## src/rtl/spi_xfer_engine.sv

```systemverilog
`default_nettype none
// ============================================================================
// Module   : spi_xfer_engine
// Purpose  : SPI mode-0 master. Runs one transaction per accepted request:
//            opcode byte, optional address bytes, optional dummy bits and a
//            0..DATA_BYTES byte data phase. Generates per-device chip selects
//            and a programmable SCLK (half-period = clk_div+1 clk cycles).
// Ports    : clk/rst            - clock, synchronous active-high reset
//            req_*              - valid/ready request, latched at accept
//            clk_div            - SCLK half-period minus one, latched at accept
//            rsp_valid/rsp_rdata- one-cycle completion pulse, read data
//            busy               - transaction in progress (SETUP..DONE)
//            sclk/mosi/cs_n/miso- SPI pins (outputs registered)
// Options  : SPI_XFER_DUMMY_EN  - adds req_dummy[4:0] dummy-bit count port
// Revision : 1.0 - initial release
// ============================================================================
module spi_xfer_engine #(
  parameter int ADDR_BITS  = 24,
  parameter int DATA_BYTES = 4,
  parameter int NUM_CS     = 2,
  parameter int DIV_BITS   = 4,
  localparam int CS_W  = (NUM_CS > 1) ? $clog2(NUM_CS) : 1,
  localparam int LEN_W = $clog2(DATA_BYTES + 1)
) (
  input  logic                    clk,
  input  logic                    rst,
  input  logic                    req_valid,
  output logic                    req_ready,
  input  logic [CS_W-1:0]         req_cs,
  input  logic [7:0]              req_cmd,
  input  logic                    req_addr_en,
  input  logic [ADDR_BITS-1:0]    req_addr,
  input  logic                    req_write,
  input  logic [LEN_W-1:0]        req_len,
  input  logic [8*DATA_BYTES-1:0] req_wdata,
`ifdef SPI_XFER_DUMMY_EN
  input  logic [4:0]              req_dummy,
`endif
  input  logic [DIV_BITS-1:0]     clk_div,
  output logic                    rsp_valid,
  output logic [8*DATA_BYTES-1:0] rsp_rdata,
  output logic                    busy,
  output logic                    sclk,
  output logic                    mosi,
  output logic [NUM_CS-1:0]       cs_n,
  input  logic                    miso
);

  localparam int DW       = 8 * DATA_BYTES;
  localparam int MAX_BITS = 8 + ADDR_BITS + 31 + DW;
  localparam int CNT_W    = $clog2(MAX_BITS + 1);
  localparam int WIDX_W   = $clog2(DW);
  localparam int AIDX_W   = $clog2(ADDR_BITS);

  typedef enum logic [2:0] {
    S_IDLE  = 3'd0,
    S_SETUP = 3'd1,
    S_HIGH  = 3'd2,
    S_LOW   = 3'd3,
    S_HOLD  = 3'd4,
    S_DONE  = 3'd5
  } state_t;

  state_t r_state;
  state_t w_state_nxt;

  // Request fields captured at accept
  logic [7:0]           r_cmd;
  logic                 r_addr_en;
  logic [ADDR_BITS-1:0] r_addr;
  logic                 r_write;
  logic [LEN_W-1:0]     r_len;
  logic [DW-1:0]        r_wdata;
  logic [CS_W-1:0]      r_cs;
  logic [4:0]           r_dummy;
  logic [DIV_BITS-1:0]  r_div;

  logic [DIV_BITS-1:0]  r_div_cnt;
  logic [CNT_W-1:0]     r_bit_idx;
  logic [DW-1:0]        r_rdata;
  logic                 r_sclk;
  logic                 r_mosi;
  logic [NUM_CS-1:0]    r_cs_n;
  logic                 r_rsp_valid;
  logic                 r_busy;

  logic                 w_ready;
  logic                 w_accept;
  logic [4:0]           w_req_dummy;
  logic [LEN_W-1:0]     w_req_len_clamped;
  logic                 w_phase_end;
  logic [CNT_W-1:0]     w_addr_end;
  logic [CNT_W-1:0]     w_data_start;
  logic [CNT_W-1:0]     w_total;
  logic                 w_last;
  logic [CNT_W-1:0]     w_nxt_idx;
  logic [AIDX_W-1:0]    w_aidx_nxt;
  logic [WIDX_W-1:0]    w_widx_nxt;
  logic [WIDX_W-1:0]    w_widx_cur;
  logic                 w_nxt_bit;
  logic                 w_rx_bit;
  logic                 w_sel_active;
  logic [CS_W-1:0]      w_sel_cs;
  logic                 w_mosi_nxt;
  logic [NUM_CS-1:0]    w_cs_n_nxt;

`ifdef SPI_XFER_DUMMY_EN
  assign w_req_dummy = req_dummy;
`else
  assign w_req_dummy = 5'd0;
`endif

  assign w_ready  = (r_state == S_IDLE) && !rst;
  assign w_accept = req_valid && w_ready;

  assign w_req_len_clamped = (int'(req_len) > DATA_BYTES) ? LEN_W'(DATA_BYTES) : req_len;

  // Bit-index layout of the transaction: [cmd | addr | dummy | data]
  assign w_addr_end   = r_addr_en ? CNT_W'(8 + ADDR_BITS) : CNT_W'(8);
  assign w_data_start = w_addr_end + CNT_W'(r_dummy);
  assign w_total      = w_data_start + CNT_W'({r_len, 3'b000});
  assign w_last       = (r_bit_idx == w_total - CNT_W'(1));
  assign w_phase_end  = (r_div_cnt == r_div);

  // Bit positions: address sent MSB first; within each data byte, MSB first
  // (low three offset bits inverted), byte 0 first.
  assign w_nxt_idx  = r_bit_idx + CNT_W'(1);
  assign w_aidx_nxt = AIDX_W'(CNT_W'(ADDR_BITS + 7) - w_nxt_idx);
  assign w_widx_nxt = WIDX_W'(w_nxt_idx - w_data_start) ^ WIDX_W'(7);
  assign w_widx_cur = WIDX_W'(r_bit_idx - w_data_start) ^ WIDX_W'(7);

  always_comb begin
    w_nxt_bit = 1'b0;
    if (w_nxt_idx < CNT_W'(8))
      w_nxt_bit = r_cmd[~w_nxt_idx[2:0]];
    else if (w_nxt_idx < w_addr_end)
      w_nxt_bit = r_addr[w_aidx_nxt];
    else if (w_nxt_idx >= w_data_start && r_write)
      w_nxt_bit = r_wdata[w_widx_nxt];
  end

  // Only read-data bits are captured; dummy and preamble bits are ignored
  assign w_rx_bit = !r_write && (r_bit_idx >= w_data_start);

  always_comb begin
    w_state_nxt = r_state;
    case (r_state)
      S_IDLE:  if (req_valid)   w_state_nxt = S_SETUP;
      S_SETUP: if (w_phase_end) w_state_nxt = S_HIGH;
      S_HIGH:  if (w_phase_end) w_state_nxt = w_last ? S_HOLD : S_LOW;
      S_LOW:   if (w_phase_end) w_state_nxt = S_HIGH;
      S_HOLD:  if (w_phase_end) w_state_nxt = S_DONE;
      S_DONE:                   w_state_nxt = S_IDLE;
      default:                  w_state_nxt = S_IDLE;
    endcase
  end

  // Pin values are derived from the next state so that the registered
  // outputs change on the same edge as the state register.
  always_comb begin
    w_sel_active = (w_state_nxt == S_SETUP) || (w_state_nxt == S_HIGH) ||
                   (w_state_nxt == S_LOW)   || (w_state_nxt == S_HOLD);
    w_sel_cs     = (r_state == S_IDLE) ? req_cs : r_cs;
    w_mosi_nxt   = 1'b0;
    if (r_state == S_IDLE && w_state_nxt == S_SETUP)
      w_mosi_nxt = req_cmd[7];
    else if (r_state == S_HIGH && w_state_nxt == S_LOW)
      w_mosi_nxt = w_nxt_bit;
    else if (w_state_nxt == S_SETUP || w_state_nxt == S_HIGH || w_state_nxt == S_LOW)
      w_mosi_nxt = r_mosi;
  end

  // An out-of-range select index matches no output, so no device is selected
  for (genvar i = 0; i < NUM_CS; i++) begin : g_cs
    assign w_cs_n_nxt[i] = !(w_sel_active && (w_sel_cs == CS_W'(i)));
  end

  always_ff @(posedge clk) begin
    if (w_accept) begin
      r_cmd     <= req_cmd;
      r_addr_en <= req_addr_en;
      r_addr    <= req_addr;
      r_write   <= req_write;
      r_len     <= w_req_len_clamped;
      r_wdata   <= req_wdata;
      r_cs      <= req_cs;
      r_dummy   <= w_req_dummy;
      r_div     <= clk_div;
    end
  end

  always_ff @(posedge clk) begin
    if (rst) begin
      r_state     <= S_IDLE;
      r_div_cnt   <= '0;
      r_bit_idx   <= '0;
      r_rdata     <= '0;
      r_sclk      <= 1'b0;
      r_mosi      <= 1'b0;
      r_cs_n      <= '1;
      r_rsp_valid <= 1'b0;
      r_busy      <= 1'b0;
    end else begin
      r_state     <= w_state_nxt;
      r_sclk      <= (w_state_nxt == S_HIGH);
      r_mosi      <= w_mosi_nxt;
      r_cs_n      <= w_cs_n_nxt;
      r_rsp_valid <= (w_state_nxt == S_DONE);
      r_busy      <= (w_state_nxt != S_IDLE);
      if (r_state == S_IDLE) begin
        r_div_cnt <= '0;
        if (req_valid) begin
          r_bit_idx <= '0;
          r_rdata   <= '0;
        end
      end else begin
        if (w_phase_end || r_state == S_DONE)
          r_div_cnt <= '0;
        else
          r_div_cnt <= r_div_cnt + DIV_BITS'(1);
        // The edge ending a HIGH phase samples miso and advances the bit
        if (r_state == S_HIGH && w_phase_end) begin
          if (w_rx_bit)
            r_rdata[w_widx_cur] <= miso;
          if (!w_last)
            r_bit_idx <= w_nxt_idx;
        end
      end
    end
  end

  assign req_ready = w_ready;
  assign rsp_valid = r_rsp_valid;
  assign rsp_rdata = r_rdata;
  assign busy      = r_busy;
  assign sclk      = r_sclk;
  assign mosi      = r_mosi;
  assign cs_n      = r_cs_n;

endmodule
`default_nettype wire

```

## config.mk

```make
export PLATFORM = sky130hd
export DESIGN_NAME = spi_xfer_engine
export DESIGN_NICKNAME = d
export VERILOG_FILES = /design/src/rtl/spi_xfer_engine.sv
export SDC_FILE = /design/constraint.sdc
export NUM_CORES = 1
export LEC_CHECK = 0
export CAP_MARGIN = 15
export CORE_ASPECT_RATIO = 1.1
export CORE_UTILIZATION = 30
export DETAILED_ROUTE_END_ITERATION = 10
export PLACE_DENSITY = 0.5
export SETUP_SLACK_MARGIN = 0.05
export SKIP_LAST_GASP = 1
export SLEW_MARGIN = 10
export SYNTH_ARGS = -nofsm -noshare
export SYNTH_HDL_FRONTEND = slang
export SYNTH_SLANG_ARGS = --single-unit
```

## constraint.sdc

```tcl
create_clock -name clk -period 8.3 [get_ports clk]
set_clock_uncertainty 0.1 [all_clocks]
set_input_delay 1.66 -clock clk [delete_from_list [all_inputs] [get_ports clk]]
set_output_delay 1.66 -clock clk [all_outputs]
set_load 0.03 [all_outputs]
```

==> results.sh, run 1 <==
export IMPL_critPathArrivalTime_ns=3.27
export IMPL_netlist_top_cells_area="edfxtp_1 39%, dfxtp_1 18%, mux2i_1 6.9%"
export IMPL_antenna_found_initial=0
export IMPL_placedCellCount=784
export IMPL_avgSynthCellArea_um2=12.78
export IMPL_antenna_left=0
export IMPL_cts_max_level=4
export IMPL_rrSetupSlack_ns=4.54
export IMPL_drc=0
export IMPL_status="complete, no violations"
export IMPL_viasPerCell=4.619
export IMPL_clock_latency_ns=0.41
export IMPL_slowest_delay_ns=0.70
export IMPL_die_h_um=146.4
export IMPL_synth_area_um2=5685
export IMPL_path_max_fanout=13
export IMPL_required_ns=6.54
export IMPL_die_w_um=133.3
export IMPL_synth_mux_area_share_pct=14.19
export IMPL_power_frac_comb_pct=9.9
export IMPL_synthSimpleGateAreaFrac_pct=11.97
export IMPL_die_area_um2=19510
export IMPL_cts_setup_buffers=0
export IMPL_drtPass1Iterations=4
export IMPL_tightest_slew_ns=1.031
export IMPL_hp_start="rsp_rdata[7]"
export IMPL_cts_resized=0
export IMPL_tns_ns=0
export IMPL_cp_slowest_cell="clkdlybuf4s50_1"
export IMPL_ys_seq_area_share_pct=57.39
export IMPL_design_portCount=117
export IMPL_synthAdderAreaFrac_pct=3.653
export IMPL_ys_flop_type="edfxtp_1"
export IMPL_switchingPower_mw=0.3587
export IMPL_synth_edff_count=74
export IMPL_crit_chain="clkdlybuf4s50_1 -> nor3_1 -> clkdlybuf4s50_1"
export IMPL_post_route_period_util_pct=60.66
export IMPL_synthCells=445
export IMPL_rows=52
export IMPL_vias=3769
export IMPL_core_area_um2=18480
export IMPL_post_dp_hpwl_um=8623
export IMPL_ir_drop_mv=0.1339
export IMPL_cp_end_kind="output port"
export IMPL_synth_seq_cells=126
export IMPL_synthToLayoutAreaGrowth_pct=33.60
export IMPL_portBuffers=116
export IMPL_final_hold_viol_count=0
export IMPL_wl_per_cell_um=15.04
export IMPL_cts_hold_buf=0
export IMPL_reg2reg_to="mosi"
export IMPL_swShare_pct=22.12
export IMPL_clkTransAtPathRegs_ns=0.06
export IMPL_cts_tree="done"
export IMPL_start_kind="input pin"
export IMPL_power_density_nw_per_um2=213.5
export IMPL_clock_sinks=126
export IMPL_critPathTopFamily="buffers and inverters"
export IMPL_synth_top_family_by_area="multiplexers"
export IMPL_stdcell_count=816
export IMPL_fmax_mhz=198.6
export IMPL_ys_types=58
export IMPL_nNetsFinal=654
export IMPL_track_usage_pct=13.37
export IMPL_drv_cap=0
export IMPL_synth_top_cell_by_area="edfxtp_1"
export IMPL_rr_worst_depth=8
export IMPL_numCtsBuffers=17
export IMPL_cts_path_max_buffers=2
export IMPL_final_max_slew_viol_count=0
export IMPL_setup_violations=0
export IMPL_start_util_pct=30.77
export IMPL_dr_first_iter_drc_count=214
export IMPL_grt_overflow=0
export IMPL_relSlewSlack_pct=31.10
export IMPL_finalWirelength_um=12270
export IMPL_synth_compound_area_share_pct=5.920
export IMPL_drive_gt1_share_pct=9.424
export IMPL_reg2reg_from="r_bit_idx[0]"
export IMPL_power_mw=1.622
export IMPL_synth_xor_area_share_pct=2.311
export IMPL_min_path_cells=2
export IMPL_path_common_cell="clkdlybuf4s50_1"
export IMPL_p_int_mw=1.263
export IMPL_synth_nets=539
export IMPL_place_congestion=0.7761
export IMPL_grt_max_degree=74
export IMPL_layout_min_cycle_time_ns=5.034
export IMPL_crit_type="input pin to output port"
export IMPL_hold_path_class="register to register"
export IMPL_rsz0062_at_grt="false"
export IMPL_antennaDiodeCount=0
export IMPL_p_leak_nw=2.826
export IMPL_power_frac_clock_pct=47.0
export IMPL_async_reset_ff_share_pct=0
export IMPL_root_buffer="clkbuf_16"
export IMPL_whs_ns=0.3594
export IMPL_yosys_warnings=0
export IMPL_hold_end="rsp_rdata[7]"
export IMPL_grt_pass1_vias=3909
export IMPL_crit_buf_inv=2
export IMPL_synth_top_cell_area_share_pct=39.08
export IMPL_grt_pass1_wl_um=19900
export IMPL_seqPwrFrac_pct=43.1
[tightest hold or removal path: stages (launching register included)]
cell	delay (ns)
dfxtp_1	0.31
nand2_1	0.05
mux2i_1	0.05
[kinds of logic after synthesis]
family,after synthesis
AO/OA/AOI/OAI,38
flip-flops,126
XOR/XNOR,15
multiplexers,57
adder cells (fa/ha/maj),16
buffers and inverters,44
AND/OR/NAND/NOR,149
[routing by layer]
layer	routed length (um)	track usage, %
met1	5239	15.89
met2	6273	22.47
met3	573	4.167
met4	182	5.114
met5	0	0
[worst max-delay path by stage]
stage               cells after the start        end  slack (ns)  from
global route                            3  req_ready        3.21   rst
CTS                                     3  req_ready        3.28   rst
finish                                  3  req_ready        3.27   rst
detailed placement                      3  req_ready        3.28   rst
global placement                        3  req_ready        3.28   rst
floorplan                               2  req_ready        4.04   rst
[metrics by stage]
| step | setup WS [ns] | util [%] | area [um^2] |
|---|---|---|---|
| final | 3.266 | 41.11 | 7596 |
| after global routing | 3.213 | 41.11 | 7596 |
| after CTS | 3.277 | 41.11 | 7596 |
| after detailed placement | 3.279 | 37.85 | 6994 |
| after global placement | 3.280 | 37.85 | 6994 |
| after floorplan | 4.038 | - | 5685 |
[Yosys cell counts, drive strengths merged, types with 3 or more instances]
library cell / n
nand2: 84
edfxtp: 74
dfxtp: 52
mux2i: 39
nor2: 23
inv: 22
mux4: 16
buf: 15
ha: 15
a21oi: 12
xnor2: 10
clkbuf: 6
nand3: 6
o21ai: 6
nor3: 5
xor2: 5
a2111oi: 4
and3: 4
nor2b: 3
nor3b: 3
nor4: 3
or3: 3
[layout make-up]
class                   count  area [um^2]
fillers                  1758        10880
flip-flops and latches    126         3263
multi-input cells         275         2168
repair buffers            118         1176
clock buffers              17        425.4
well taps                 243        304.0
clock inverters            15        176.4
inverters                  22        82.58
[cell usage in the layout (no fill, tap or decap), types with 2 or more instances in the layout]
| cell type | instances |
|---|---|
| nand4_1 | 2 |
| inv_1 | 21 |
| mux4_2 | 7 |
| a21oi_1 | 10 |
| nor3_1 | 5 |
| and2_1 | 2 |
| clkbuf_16 | 17 |
| o21ai_0 | 4 |
| clkdlybuf4s50_1 | 116 |
| nand2_1 | 84 |
| and3b_1 | 2 |
| xor2_1 | 5 |
| nor3b_1 | 3 |
| nor2b_1 | 3 |
| nor2_1 | 23 |
| nor4_1 | 3 |
| o21ai_1 | 2 |
| and3_1 | 3 |
| or3_1 | 2 |
| xnor2_1 | 10 |
| nand3b_1 | 2 |
| ha_1 | 15 |
| clkinv_1 | 5 |
| dfxtp_1 | 52 |
| a211oi_1 | 2 |
| mux2_2 | 2 |
| bufinv_16 | 4 |
| clkinvlp_4 | 3 |
| mux2i_1 | 39 |
| mux4_1 | 9 |
| edfxtp_1 | 74 |
| clkinv_2 | 3 |
| buf_4 | 2 |
| a21oi_2 | 2 |
| a31oi_1 | 2 |
| a2111oi_4 | 4 |
| nand3_1 | 6 |
[state kept, by name, summed over array words and instances (netlist names)]
signal	flops
r_wdata	32
rsp_rdata	32
r_addr	24
r_cmd	8
r_bit_idx	7
r_div	4
r_div_cnt	4
r_len	3
r_state	3
cs_n	2
busy	1
mosi	1
r_addr_en	1
r_cs	1
r_write	1
rsp_valid	1
sclk	1
[power groups by stage]
stage          registers, mW  logic [mW]  clock network, mW
2_1_floorplan          0.710       0.104                  0
3_3_place_gp           0.711       0.162                  0
3_5_place_dp           0.712       0.165                  0
4_1_cts                0.699       0.165              0.780
5_1_grt                0.701       0.176              0.804
6_report               0.699       0.161              0.762
(Power assumes the default switching activity.)
==> inputs of run 2 (changes only) <==
Settings changed: PLACE_DENSITY 0.5 to 0.51.
Clock period 8.3 ns to 4.2 ns, I/O delays scaled along.
==> run 2 against run 1 <==
Critical path depth increased by 1. Utilization hardly changed. Count of clock-buffer cells in the layout is 2 higher. Total power increased by 92%. Routed wire length shrank 0.15%. Via count is 0.40% lower. Flip-flop and latch count did not move. Worst hold slack got worse by 0.0044 ns. Cell count up 0.37%. Global-route usage is essentially flat. Register-to-register slack got worse by 3.5 ns. Highest routed layer unchanged.
==> results.sh, run 2 (synthesis results as in run 1) <==
export IMPL_cts_max_level=4
export IMPL_drc=0
export IMPL_design_portCount=117
export IMPL_final_max_slew_viol_count=0
export IMPL_critPathTopFamily="buffers and inverters"
export IMPL_layout_common_cells="116 x clkdlybuf4s50_1, 84 x nand2_1, 74 x edfxtp_1, 52 x dfxtp_1, 39 x mux2i_1"
export IMPL_grt_pass1_vias=3881
export IMPL_critPathArrivalTime_ns=2.38
export IMPL_fmax_mhz=301.2
export IMPL_nNetsFinal=657
export IMPL_tns_ns=0
export IMPL_portBuffers=116
export IMPL_post_route_period_util_pct=79.04
export IMPL_p_leak_nw=2.832
export IMPL_final_common_cell="clkdlybuf4s50_1"
export IMPL_drv_cap=0
export IMPL_path_max_fanout=13
export IMPL_relSlewSlack_pct=31.86
export IMPL_drtPass1Iterations=4
export IMPL_cts_tree="done"
export IMPL_tightest_slew_ns=1.020
export IMPL_layout_min_cycle_time_ns=3.320
export IMPL_cts_hold_buf=0
export IMPL_whs_ns=0.3551
export IMPL_path_common_cell="clkdlybuf4s50_1"
export IMPL_required_ns=3.26
export IMPL_cp_end_kind="output port"
export IMPL_ir_drop_mv=0.2750
export IMPL_crit_type="input pin to output port"
export IMPL_grt_overflow=0
export IMPL_synthToLayoutAreaGrowth_pct=33.74
export IMPL_clock_latency_ns=0.42
export IMPL_cts_setup_buffers=0
export IMPL_antenna_left=0
export IMPL_dr_first_iter_drc_count=115
export IMPL_hold_path_class="register to register"
export IMPL_setup_violations=0
export IMPL_crit_chain="clkdlybuf4s50_1 -> buf_4 -> nor3_1 -> clkdlybuf4s50_1"
export IMPL_antenna_found_initial=0
export IMPL_core_area_um2=18480
export IMPL_cp_slowest_cell="clkdlybuf4s50_1"
export IMPL_rsz0062_at_grt="false"
export IMPL_antennaDiodeCount=0
export IMPL_final_util_pct=41.15
export IMPL_clock_sinks=126
export IMPL_clkTransAtPathRegs_ns=0.05
export IMPL_grt_max_degree=74
export IMPL_drive_gt1_share_pct=10.42
export IMPL_status="complete, no violations"
export IMPL_finalWirelength_um=12250
export IMPL_root_buffer="clkbuf_16"
export IMPL_track_usage_pct=13.33
export IMPL_die_area_um2=19510
export IMPL_cts_resized=0
export IMPL_slowest_delay_ns=0.72
export IMPL_start_util_pct=30.77
export IMPL_wl_per_cell_um=14.96
export IMPL_numCtsBuffers=17
export IMPL_final_hold_viol_count=0
export IMPL_viasPerCell=4.584
export IMPL_post_dp_hpwl_um=8885
export IMPL_die_w_um=133.3
export IMPL_grt_pass1_wl_um=19730
export IMPL_crit_buf_inv=3
export IMPL_die_h_um=146.4
export IMPL_start_kind="input pin"
export IMPL_power_density_nw_per_um2=409.6
export IMPL_vias=3754
export IMPL_rows=52
export IMPL_place_congestion=0.7479
export IMPL_cts_path_max_buffers=2
-- run 2: power by group --
part	internal (mW)	switching [mW]	total, mW
logic	0.169	0.153	0.322
clock network	0.874	0.539	1.41
registers	1.35	0.0255	1.38
total	2.40	0.718	3.11
-- run 2: layout make-up --
class / count / area, um^2
flip-flops and latches: 126 / 3263
inverters: 22 / 82.58
clock inverters: 13 / 141.4
fillers: 1737 / 10870
clock buffers: 19 / 432.9
multi-input cells: 275 / 2168
repair buffers: 121 / 1211
well taps: 243 / 304.0
-- run 2: worst paths after layout --
check,startpoint,endpoint,slack (ns),depth (start not counted)
worst max-delay path,rst,req_ready,0.88,4
worst min-delay path,rsp_rdata[29],rsp_rdata[29],0.36,2
worst max register to register,r_bit_idx[0],mosi,1.05,9
worst min register to register,rsp_rdata[29],rsp_rdata[29],0.36,2
-- run 2: through the flow --
step           setup slack (ns)  cells  area, um^2  power, mW
3_5_place_dp             0.8922    787        7029      1.734
3_3_place_gp             0.9752    787        7029      1.728
5_1_grt                  0.8042    819        7604      3.243
4_1_cts                  0.8797    819        7604      3.162
2_1_floorplan            0.7649    445        5685      1.608
6_report                 0.8803    819        7604      3.115
-- run 2: routing by layer --
metal | wire [um] | share of wire [%] | track usage (%)
met1 | 5643 | 46 | 16.54
met3 | 566 | 4.6 | 4.028
met5 | 0 | 0 | 0
met4 | 176 | 1.4 | 5.341
met2 | 5865 | 48 | 21.59
-- run 2: worst min-delay path, delay by kind of cell (launching register included) --
kind | cells | cell delay [ns]
flip-flops | 1 | 0.30
AND/OR/NAND/NOR | 1 | 0.05
multiplexers | 1 | 0.05
